$ cat config.mk
export PLATFORM = sky130hd
export DESIGN_NAME = sata_tl_rx_fis_dev
export DESIGN_NICKNAME = d
export VERILOG_FILES = /design/src/rtl/sata_tl_pkg.sv /design/src/rtl/sata_axis_reg_slice.sv /design/src/rtl/sata_tl_rx_fis_dev.sv
export SDC_FILE = /design/constraint.sdc
export NUM_CORES = 1
export LEC_CHECK = 0
export CAP_MARGIN = 20
export CORE_MARGIN = 2
export CORE_UTILIZATION = 55
export DETAILED_ROUTE_END_ITERATION = 8
export PLACE_DENSITY = 0.79
export SETUP_SLACK_MARGIN = 0.2
export SLEW_MARGIN = 10
export SYNTH_ARGS = -nofsm -noshare
export SYNTH_HDL_FRONTEND = slang
export SYNTH_SLANG_ARGS = --single-unit
$ cat constraint.sdc
create_clock -name clk -period 21.6 [get_ports clk]
set_input_delay 3.24 -clock clk [delete_from_list [all_inputs] [get_ports clk]]
set_output_delay 3.24 -clock clk [all_outputs]
set_load 0.02 [all_outputs]
$ cat src/rtl/sata_tl_pkg.sv
// Shared definitions for the SATA transport-layer receive path.
// Contents: FIS type codes, tuser bit positions ({drop,err,keep[3:0],sop,eop}),
// the H2D register command struct, and the receive parser state encoding.
package sata_tl_pkg;

  localparam logic [7:0] FIS_REG_H2D = 8'h27;
  localparam logic [7:0] FIS_DATA    = 8'h46;
  localparam logic [7:0] FIS_BIST    = 8'h58;
  localparam logic [7:0] FIS_REG_D2H = 8'h34;  // transmit-only type

  localparam int TU_EOP     = 0;
  localparam int TU_SOP     = 1;
  localparam int TU_KEEP_LO = 2;
  localparam int TU_KEEP_HI = 5;
  localparam int TU_ERR     = 6;
  localparam int TU_DROP    = 7;

  typedef struct packed {
    logic        c;
    logic [7:0]  command;
    logic [15:0] features;
    logic [47:0] lba;
    logic [7:0]  device;
    logic [15:0] count;
    logic [7:0]  control;
  } h2d_reg_t;

  typedef enum logic [2:0] {
    ST_IDLE,
    ST_REG,
    ST_DATA,
    ST_BIST,
    ST_DISCARD,
    ST_RESP
  } rx_state_e;

endpackage

$ cat src/rtl/sata_axis_reg_slice.sv
// One-entry AXI-Stream register slice.
// Ports: clk/rst (async active-high); in_data_i/in_valid_i/in_ready_o upstream;
// out_data_o/out_valid_o/out_ready_i downstream. Full throughput when the
// consumer keeps ready high; reset empties the entry.
module sata_axis_reg_slice #(
  parameter int W = 40
) (
  input  logic         clk,
  input  logic         rst,
  input  logic [W-1:0] in_data_i,
  input  logic         in_valid_i,
  output logic         in_ready_o,
  output logic [W-1:0] out_data_o,
  output logic         out_valid_o,
  input  logic         out_ready_i
);

  logic [W-1:0] data_q;
  logic         vld_q;

  assign in_ready_o  = !vld_q || out_ready_i;
  assign out_data_o  = data_q;
  assign out_valid_o = vld_q;

  always_ff @(posedge clk or posedge rst) begin
    if (rst) begin
      vld_q  <= 1'b0;
      data_q <= '0;
    end else if (in_ready_o) begin
      vld_q <= in_valid_i;
      if (in_valid_i) data_q <= in_data_i;
    end
  end

endmodule

$ cat src/rtl/sata_tl_rx_fis_dev.sv
// Device-side transport-layer receive parser.
// Classifies each received FIS (REG H2D, DATA, BIST, anything else discarded),
// unpacks REG FIS fields onto the cmd_* bus, forwards DATA payload (header
// stripped) through a one-entry output slice, and reports each frame's verdict
// with a one-cycle tl_ok/tl_err pulse the cycle after its eop handshake.
// Ports:
//   clk, rst           clock, asynchronous active-high reset
//   s_axis_*           received FIS dwords, tuser {drop,err,keep[3:0],sop,eop}
//   tl_ok, tl_err      frame verdict pulses
//   cmd_vld, cmd_*     REG FIS fields; cmd_* hold until the next accepted REG FIS
//   m_axis_*           DATA payload; tuser err set on a failed frame's eop beat
// Optional: define SATA_TL_RX_STAT_EN to add saturating stat_ok_cnt,
// stat_err_cnt and stat_drop_cnt outputs.
module sata_tl_rx_fis_dev
  import sata_tl_pkg::*;
#(
  parameter int USER_W      = 8,
  parameter int MAX_DATA_DW = 2048,
  parameter int CNT_W       = 16
) (
  input  logic              clk,
  input  logic              rst,
  input  logic [31:0]       s_axis_tdata,
  input  logic [USER_W-1:0] s_axis_tuser,
  input  logic              s_axis_tvalid,
  output logic              s_axis_tready,
  output logic              tl_ok,
  output logic              tl_err,
  output logic              cmd_vld,
  output logic              cmd_c,
  output logic [7:0]        cmd_command,
  output logic [15:0]       cmd_features,
  output logic [47:0]       cmd_lba,
  output logic [7:0]        cmd_device,
  output logic [15:0]       cmd_count,
  output logic [7:0]        cmd_control,
  output logic [31:0]       m_axis_tdata,
  output logic [USER_W-1:0] m_axis_tuser,
  output logic              m_axis_tvalid,
  input  logic              m_axis_tready
`ifdef SATA_TL_RX_STAT_EN
  ,
  output logic [CNT_W-1:0]  stat_ok_cnt,
  output logic [CNT_W-1:0]  stat_err_cnt,
  output logic [CNT_W-1:0]  stat_drop_cnt
`endif
);

  localparam int             PW   = $clog2(MAX_DATA_DW + 2);
  localparam logic [PW-1:0]  PMAX = PW'(MAX_DATA_DW);

  rx_state_e         st_q, st_d;
  logic [2:0]        idx_q, idx_d;     // dword index within REG/BIST frame
  logic [PW-1:0]     pcnt_q, pcnt_d;   // payload dwords forwarded so far
  logic              err_q, err_d;     // sticky frame error
  logic              rok_q, rok_d;     // verdict shown in RESP
  logic              rreg_q, rreg_d;   // frame was a REG FIS
  h2d_reg_t          sh_q, sh_d, cmd_q, cmd_d;

  logic              hs, b_sop, b_eop, b_err, beat_err, reg_last, over;
  logic [7:0]        fis_type;
  logic              sl_in_rdy, sl_push;
  logic [USER_W-1:0] sl_user;
  logic [31+USER_W:0] sl_out;

  assign b_sop    = s_axis_tuser[TU_SOP];
  assign b_eop    = s_axis_tuser[TU_EOP];
  assign b_err    = s_axis_tuser[TU_ERR] | s_axis_tuser[TU_DROP];
  assign fis_type = s_axis_tdata[7:0];

  // Held low through reset and during the one-cycle RESP gap.
  assign s_axis_tready = !rst && ((st_q == ST_DATA) ? sl_in_rdy : (st_q != ST_RESP));
  assign hs            = s_axis_tvalid && s_axis_tready;

  always_comb begin
    st_d    = st_q;
    idx_d   = idx_q;
    pcnt_d  = pcnt_q;
    err_d   = err_q;
    rok_d   = rok_q;
    rreg_d  = rreg_q;
    sh_d    = sh_q;
    cmd_d   = cmd_q;
    sl_push = 1'b0;
    sl_user = '0;
    // A sop inside a frame is data, but it still marks the frame bad.
    beat_err = err_q | b_err | (b_sop && (st_q != ST_IDLE));
    reg_last = (st_q == ST_BIST) ? (idx_q == 3'd2) : (idx_q == 3'd4);
    over     = (pcnt_q == PMAX);
    case (st_q)
      ST_IDLE: begin
        if (hs && b_sop) begin
          err_d  = b_err;
          idx_d  = 3'd1;
          pcnt_d = '0;
          rok_d  = 1'b0;
          rreg_d = (fis_type == FIS_REG_H2D);
          sh_d.c              = s_axis_tdata[15];
          sh_d.command        = s_axis_tdata[23:16];
          sh_d.features[7:0]  = s_axis_tdata[31:24];
          // Any single-dword frame is bad, including a zero-length DATA FIS.
          if (b_eop) st_d = ST_RESP;
          else begin
            case (fis_type)
              FIS_REG_H2D: st_d = ST_REG;
              FIS_DATA:    st_d = ST_DATA;
              FIS_BIST:    st_d = ST_BIST;
              default: begin
                err_d = 1'b1;
                st_d  = ST_DISCARD;
              end
            endcase
          end
        end
      end
      ST_REG, ST_BIST: begin
        if (hs) begin
          if (st_q == ST_REG) begin
            case (idx_q)
              3'd1: begin
                sh_d.lba[23:0] = s_axis_tdata[23:0];
                sh_d.device    = s_axis_tdata[31:24];
              end
              3'd2: begin
                sh_d.lba[47:24]     = s_axis_tdata[23:0];
                sh_d.features[15:8] = s_axis_tdata[31:24];
              end
              3'd3: begin
                sh_d.count   = s_axis_tdata[15:0];
                sh_d.control = s_axis_tdata[31:24];
              end
              default: ;
            endcase
          end
          err_d = beat_err;
          if (b_eop) begin
            st_d  = ST_RESP;
            rok_d = reg_last && !beat_err;
            // cmd_* switch at the eop edge so they are valid alongside cmd_vld.
            if ((st_q == ST_REG) && reg_last && !beat_err) cmd_d = sh_d;
          end else if (reg_last) begin
            err_d = 1'b1;
            st_d  = ST_DISCARD;
          end else begin
            idx_d = idx_q + 3'd1;
          end
        end
      end
      ST_DATA: begin
        if (hs) begin
          // Payload dword MAX_DATA_DW+1 is forwarded as a forced, errored eop.
          sl_push = 1'b1;
          sl_user[TU_SOP]                   = (pcnt_q == '0);
          sl_user[TU_EOP]                   = b_eop | over;
          sl_user[TU_KEEP_HI:TU_KEEP_LO]    = s_axis_tuser[TU_KEEP_HI:TU_KEEP_LO];
          sl_user[TU_ERR]                   = (b_eop | over) & (beat_err | over);
          pcnt_d = pcnt_q + 1'b1;
          err_d  = beat_err | over;
          if (b_eop) begin
            st_d  = ST_RESP;
            rok_d = !(beat_err | over);
          end else if (over) begin
            st_d = ST_DISCARD;
          end
        end
      end
      ST_DISCARD: begin
        if (hs && b_eop) begin
          st_d  = ST_RESP;
          rok_d = 1'b0;
        end
      end
      ST_RESP: st_d = ST_IDLE;
      default: st_d = ST_IDLE;
    endcase
  end

  always_ff @(posedge clk or posedge rst) begin
    if (rst) begin
      st_q   <= ST_IDLE;
      idx_q  <= '0;
      pcnt_q <= '0;
      err_q  <= 1'b0;
      rok_q  <= 1'b0;
      rreg_q <= 1'b0;
      sh_q   <= '0;
      cmd_q  <= '0;
    end else begin
      st_q   <= st_d;
      idx_q  <= idx_d;
      pcnt_q <= pcnt_d;
      err_q  <= err_d;
      rok_q  <= rok_d;
      rreg_q <= rreg_d;
      sh_q   <= sh_d;
      cmd_q  <= cmd_d;
    end
  end

  assign tl_ok   = (st_q == ST_RESP) && rok_q;
  assign tl_err  = (st_q == ST_RESP) && !rok_q;
  assign cmd_vld = tl_ok && rreg_q;

  assign cmd_c        = cmd_q.c;
  assign cmd_command  = cmd_q.command;
  assign cmd_features = cmd_q.features;
  assign cmd_lba      = cmd_q.lba;
  assign cmd_device   = cmd_q.device;
  assign cmd_count    = cmd_q.count;
  assign cmd_control  = cmd_q.control;

  sata_axis_reg_slice #(.W(32 + USER_W)) u_slice (
    .clk         (clk),
    .rst         (rst),
    .in_data_i   ({sl_user, s_axis_tdata}),
    .in_valid_i  (sl_push),
    .in_ready_o  (sl_in_rdy),
    .out_data_o  (sl_out),
    .out_valid_o (m_axis_tvalid),
    .out_ready_i (m_axis_tready)
  );

  assign m_axis_tdata = sl_out[31:0];
  assign m_axis_tuser = sl_out[31+USER_W:32];

`ifdef SATA_TL_RX_STAT_EN
  logic [CNT_W-1:0] ok_cnt_q, err_cnt_q, drop_cnt_q;
  logic             drop_beat;

  assign drop_beat = hs && (st_q == ST_IDLE) && !b_sop;

  always_ff @(posedge clk or posedge rst) begin
    if (rst) begin
      ok_cnt_q   <= '0;
      err_cnt_q  <= '0;
      drop_cnt_q <= '0;
    end else begin
      if (tl_ok && (ok_cnt_q != '1))       ok_cnt_q   <= ok_cnt_q + 1'b1;
      if (tl_err && (err_cnt_q != '1))     err_cnt_q  <= err_cnt_q + 1'b1;
      if (drop_beat && (drop_cnt_q != '1)) drop_cnt_q <= drop_cnt_q + 1'b1;
    end
  end

  assign stat_ok_cnt   = ok_cnt_q;
  assign stat_err_cnt  = err_cnt_q;
  assign stat_drop_cnt = drop_cnt_q;
`endif

endmodule

==> impl_metrics.tcl <==
set metrics [dict create \
    dr_total_vias 8066 \
    insertion_delay_ns 0.53 \
    hpwl_um 17000 \
    drv_slew 0 \
    yosysTopAreaCell "dfrtp_1" \
    synth-async-reset-ratio_pct 100 \
    numCtsBuffers 28 \
    start_util_pct 56.0 \
    drive_gt1_share_pct 16.3 \
    finalHoldViolCount 0 \
    seqCellArea_um2 6780 \
    vdd_drop_max_v 0.0000704 \
    synth_seq_cells 271 \
    synthesis.instances 1003 \
    synthDistinctLibCells 52 \
    drt_iter0_drc 474 \
    yosysWarningCount 0 \
    ctsResizeCount 0 \
    end_kind "output port" \
    diodes 0 \
    synth-edff-count 0 \
    grt_pass1_wl_um 43000 \
    netlist_area_um2 11700 \
    cts_sinks 271 \
    overflow 0 \
    skew_ns 0.00914 \
    grt_start_max_net_pins 128 \
    wl_per_cell_um 18.3 \
    slew_headroom_pct 35.3 \
    gp_congestion 0.805 \
    drt-vias-per-instance 5.49 \
    p_leak_nw 7.18 \
    timing.fmax_ghz 0.122 \
    fill_cells 1553 \
    die_w_um 150 \
    die_area_um2 22500 \
    tns_ns 0 \
    final_nets 1223 \
    critPathLaunchType "primary input" \
    drt_first_pass_iters 5 \
    cts_buffer_depth 3 \
    ys_seq_area_share_pct 57.8 \
    cts_tree "built" \
    critPathRequiredTime_ns 18.36 \
    clk_pin_slew_worst_paths_ns 0.06 \
    setup_viol 0 \
    synth_area_leaders "dfrtp_1, mux2_2, mux2i_1" \
    syn_nets 1054 \
    worst_slew_pin_slew_ns 0.968 \
    drv_cap 0 \
    ant_nets 0 \
    syn2layout_area_growth_pct 26.3 \
    path_class "in2out" \
    remaining_drc_errors 0 \
    period_share_pct 37.9 \
    ctsHtreeMaxLevel 1 \
    die_y_um 150 \
    num_rows 53 \
    status "complete, no violations" \
    period_minus_slack_ns 8.20 \
    synthFlopType "dfrtp_1" \
    powerDensity_nw_per_um2 97.0 \
    synth.top_cell.area_share_pct 57.8 \
    hold_class "reg2reg" \
    port_buffers 192 \
    first_global_vias 8096 \
    wl_um 26800 \
    timing.hold.ws_ns 0.473 \
    antenna_found_initial 0 \
    io-pin-count 194 \
    cts_root_buf "clkbuf_16" \
    synth.avg_cell_area_um2 11.7 \
    post_cts_buffers 0 \
    core_um2 21000 \
    crit_arrival_ns 4.96 \
    grt_usage_pct 24.1 \
    multiInputGateArea_um2 4590 \
    ctsHoldBuffers 0 \
    critPathMaxFanout 7 \
    grt_setup_unrepaired "no" \
]
layout by cell type (no fill, tap or decap), types with 4 or more instances in the layout:
| cell type | instances |
|---|---|
| o31ai_1 | 4 |
| a21oi_1 | 12 |
| mux2i_1 | 89 |
| nor2_1 | 16 |
| bufinv_16 | 6 |
| clkbuf_1 | 5 |
| clkinv_2 | 6 |
| mux2_2 | 106 |
| nand4_1 | 5 |
| and3_1 | 7 |
| mux2_4 | 17 |
| buf_4 | 9 |
| dfrtp_1 | 271 |
| ha_1 | 7 |
| o21ai_0 | 109 |
| nand3_1 | 7 |
| clkbuf_16 | 29 |
| inv_1 | 6 |
| clkbuf_8 | 5 |
| mux2_1 | 4 |
| nor2b_1 | 5 |
| nand2_1 | 218 |
| clkdlybuf4s50_1 | 192 |
per-stage QoR:
stage          util (%)  instances  setup WS [ns]  total power [W]  area, um^2
2_1_floorplan         -       1003          10.89         0.000839       11700
3_3_place_gp       65.6       1414          13.46         0.000896       13700
3_5_place_dp       65.6       1415          13.42         0.000913       13700
4_1_cts            70.6       1467          13.40          0.00145       14800
5_1_grt            70.8       1469          13.29          0.00151       14800
6_report           70.8       1469          13.40          0.00144       14800
synthesized netlist by cell type, drive strengths merged, types with 2 or more instances:
cell and n:
inv 7, mux2i 89, nor4 3, and3b 2
nand2 221, buf 44, a21oi 13, nand2b 3
o31a 2, nand3 9, and3 7, ha 7
nand4 5, nor4bb 2, clkbuf 21, nor2b 5
nor3 4, xor2 2, and2 2, nand3b 2
a31oi 3, nor4b 2, dfrtp 271, o21ai 112
nor2 16, mux2 127, o31ai 4, or3 2
nor3b 2, a211oi 2, a221oi 2
logic make-up after synthesis:
group           Yosys count  share of synthesized area [%]
compound gates          142                           6.62
xor+xnor                  3                          0.224
fa+ha+maj                 7                          0.746
buf+inv                  72                           3.41
flops                   271                           57.8
mux                     216                           20.3
other cells               1                         0.0319
simple gates            291                           10.9
flip-flops by register name, summed over array words and instances, names as in the netlist:
| name | cells |
|---|---|
| u_slice.out_data_o | 39 |
| cmd_count | 16 |
| cmd_command | 8 |
| err_q | 1 |
| idx_q | 3 |
| rreg_q | 1 |
| u_slice.out_valid_o | 1 |
| st_q | 3 |
| cmd_device | 8 |
| rok_q | 1 |
| cmd_features | 16 |
| cmd_lba | 48 |
| cmd_c | 1 |
| pcnt_q | 12 |
| sh_q | 105 |
| cmd_control | 8 |
power breakdown:
part	switching, W	internal (W)
sequential	0.0000517	0.000594
combinational	0.000121	0.000140
clock	0.000198	0.000334
layer usage:
layer	wire, um	vias up	track usage [%]
li1	-	3783	-
met1	12200	3998	34.2
met2	12400	242	38.0
met3	1630	43	4.67
met4	609	0	7.36
met5	0	-	0
worst max-delay path: stages:
cell	delay, ns
clkdlybuf4s50_1	0.41
nor2b_1	0.56
a211oi_1	0.17
clkdlybuf4s50_1	0.58
path summary, 6_finish.rpt:
path                                                      end  slack (ns)  cells past startpoint                               from
max reg2reg                        cmd_command[1]$_DFFE_PP0P_       18.34                      5                st_q[1]$_DFFE_PP0P_
max                                             s_axis_tready       13.40                      4                      m_axis_tready
min in group asynchronous     u_slice.out_valid_o$_DFFE_PP0N_        3.31                      2                                rst
min                         u_slice.out_data_o[5]$_DFFE_PP0P_        0.47                      2  u_slice.out_data_o[5]$_DFFE_PP0P_
min reg2reg                 u_slice.out_data_o[5]$_DFFE_PP0P_        0.47                      2  u_slice.out_data_o[5]$_DFFE_PP0P_
max in group asynchronous  u_slice.out_data_o[14]$_DFFE_PP0P_       16.67                      3                                rst
cell type report:
| type | count | area share, % |
|---|---|---|
| Clock buffer | 39 | 5.48 |
| Clock inverter | 13 | 1.49 |
| Inverter | 7 | 0.228 |
| Multi-Input combinational cell | 660 | 30.9 |
| Sequential cell | 271 | 45.7 |
| Tap cell | 275 | 2.32 |
| Timing Repair Buffer | 204 | 13.8 |
Power figures use the tool's default switching activity.
==> RTL edit (config.mk and constraints unchanged) <==
Encoding of `rx_state_e`: now Gray code (3 bits for 6 states).
--- a/src/rtl/sata_tl_pkg.sv
+++ b/src/rtl/sata_tl_pkg.sv
@@ -26,12 +26,12 @@
   } h2d_reg_t;
 
   typedef enum logic [2:0] {
-    ST_IDLE,
-    ST_REG,
-    ST_DATA,
-    ST_BIST,
-    ST_DISCARD,
-    ST_RESP
+    ST_IDLE    = 3'b000,
+    ST_REG     = 3'b001,
+    ST_DATA    = 3'b011,
+    ST_BIST    = 3'b010,
+    ST_DISCARD = 3'b110,
+    ST_RESP    = 3'b111
   } rx_state_e;
 
 endpackage
Function: no difference found for any inputs over 4 cycles, from zero or initial values and one cycle with rst high; so few cycles prove little.
==> RTL edit against the unedited design <==
Power increased by 4.6%. Clock power decreased by 12%. Worst setup slack got worse by 0.33 ns. Synthesized area increased by 4.5%. Design area increased by 2.4%. Sequential share of layout area decreased by 1.1 points. Routed wire length increased by 1.9%. Fmax decreased by 3.9%. Sequential cell count unchanged. Critical path type unchanged. Largest cell class unchanged. Largest power group unchanged.
==> RTL edit: results (changes against the unedited design) <==
INFO  metric outcome = complete, no violations (unchanged)
INFO  metric globalRouteTotalUtil = 23.0% (was 24.1%)
INFO  metric first_global_vias = 7,889 (was 8,096)
INFO  metric drt_pre_antenna_iters = 4 (was 5)
INFO  metric post_synth_xor_area_fraction = 0.143% (was 0.224%)
INFO  metric timing.hold.worst.class = register to register (unchanged)
INFO  metric final.fill_count = 1,567 (was 1,553)
INFO  metric library_cells_used_by_synthesis = 69 (was 52)
INFO  metric critPathSlowestCell = inv_8 (was clkdlybuf4s50_1)
INFO  metric final_layout_size_suffix_gt1_share = 35.9% (was 16.3%)
INFO  metric crit_path_start = rst (was m_axis_tready)
INFO  metric dpl.hpwl = 16,900 µm (was 17,000 µm)
INFO  metric fin_skew = 0.0155 ns (was 0.00914 ns)
INFO  metric netlist_top_cells_area = dfrtp_1, mux2_2, mux2_4 (was dfrtp_1, mux2_2, mux2i_1)
INFO  metric cp_slowest_stage_delay = 0.67 ns (was 0.58 ns)
INFO  metric post_syn_nets = 923 (was 1,054)
INFO  metric reg2reg_from = st_q[0] (was st_q[1])
INFO  metric ir_drop = 82.2 µV (was 70.4 µV)
INFO  metric post-cts-setup-buffers = 0 (unchanged)
INFO  metric drt-initial-drc-count = 412 (was 474)
INFO  metric dpl_cell_area = 14,200 µm² (was 13,700 µm²)
INFO  metric largest_register_ffs = 105 (unchanged)
INFO  metric largest_net_degree_at_the_start_of_global_routing = 130 (was 128)
INFO  metric crit_fanout = 129 (was 7)
INFO  metric arrival = 5.28 ns (was 4.96 ns)
INFO  metric gp_congestion = 0.833 (was 0.805)
INFO  metric final_net_count = 1,102 (was 1,223)
INFO  metric synth_compound_gate_area_share = 3.04% (was 6.62%)
INFO  metric vias = 7,587 (was 8,066)
INFO  metric netlist_top_cells_count = dfrtp_1, mux2_2, nand2_1 (was dfrtp_1, nand2_1, o21ai_0)
INFO  metric yosysSeqAreaShare = 55.3% (was 57.8%)
INFO  metric totalWireLength = 27,300 µm (was 26,800 µm)
INFO  metric cts-buffers-inserted = 28 (unchanged)
INFO  metric maxSlewHeadroom = 27.3% (was 35.3%)
INFO  metric yosys-mux-area-fraction = 31.0% (was 20.3%)
INFO  metric synth-adder-area-share = 0.714% (was 0.746%)
INFO  metric leakagePower = 7.40 nW (was 7.18 nW)
INFO  metric hp-start = sh_q[86] (was u_slice.out_data_o[5])
INFO  metric grt_pass1_wl = 43,600 µm (was 43,000 µm)
## RTL edit: changes by cell type in the layout (fill, tap and decap cells not counted), moves of 3 or more
cell / before / now
mux2_2: 106 / 265
clkbuf_1: 5 / 11
and2_1: 2 / 5
bufinv_16: 6 / 1
inv_1: 6 / 12
nand2_1: 218 / 65
nor3_1: 3 / 6
mux2_4: 17 / 51
o21ai_0: 109 / 21
or3_1: 2 / 5
o21ai_1: 3 / 0
mux2i_1: 89 / 1
## RTL edit: final cells by class
cell class	instances	area (µm²)	share of cell area (%)
clock buffer	44	811	5.34
clock inverter	7	75.1	0.494
inverter	15	63.8	0.420
multi-input combinational	532	5060	33.3
sequential	271	6780	44.6
tap	280	350	2.31
timing repair buffer	203	2050	13.5
## RTL edit: through the flow
| step | setup slack (ns) | std cells | hold slack (ns) | util [%] |
|---|---|---|---|---|
| global placement | 13.01 | 1298 | 0.454 | 65.0 |
| global route | 12.86 | 1352 | 0.495 | 69.4 |
| detailed placement | 12.99 | 1298 | 0.460 | 65.0 |
| CTS | 12.99 | 1349 | 0.475 | 69.1 |
| finish | 13.08 | 1352 | 0.472 | 69.4 |
| floorplan | 8.76 | 872 | 0.442 | - |
## RTL edit: cell families after synthesis
logic type,count (synthesis)
xor gates and xnor gates,2
other,1
AOI/OAI and AO/OA,57
muxes,321
buffers and inverters,69
DFF,271
adders and majority gates,7
and+or+nand+nor,144
## RTL edit: path summary, 6_finish.rpt
| check | end | slack [ns] | cells after the start |
|---|---|---|---|
| max | s_axis_tready | 13.08 | 4 |
| min | sh_q[86] | 0.47 | 2 |
| max reg2reg | u_slice.out_data_o[5] | 18.59 | 5 |
| min reg2reg | sh_q[86] | 0.47 | 2 |
| max in group asynchronous | cmd_device[3] | 16.79 | 3 |
| min in group asynchronous | rok_q | 3.36 | 2 |
## RTL edit: where the power goes
part	switching [mW]	internal, mW
clock network	0.198	0.269
registers	0.0609	0.605
logic	0.173	0.200
total	0.431	1.07
## RTL edit: routing by layer
layer	GRT usage (%)	wire length [µm]
met1	31.7	12100
met2	37.6	13100
met3	5.64	1670
met4	4.98	483
met5	0	0
## RTL edit: worst min-delay path, delay by kind of cell (launching register included)
kind	cells	cell delay, ns
flops	1	0.34
simple gates	2	0.10
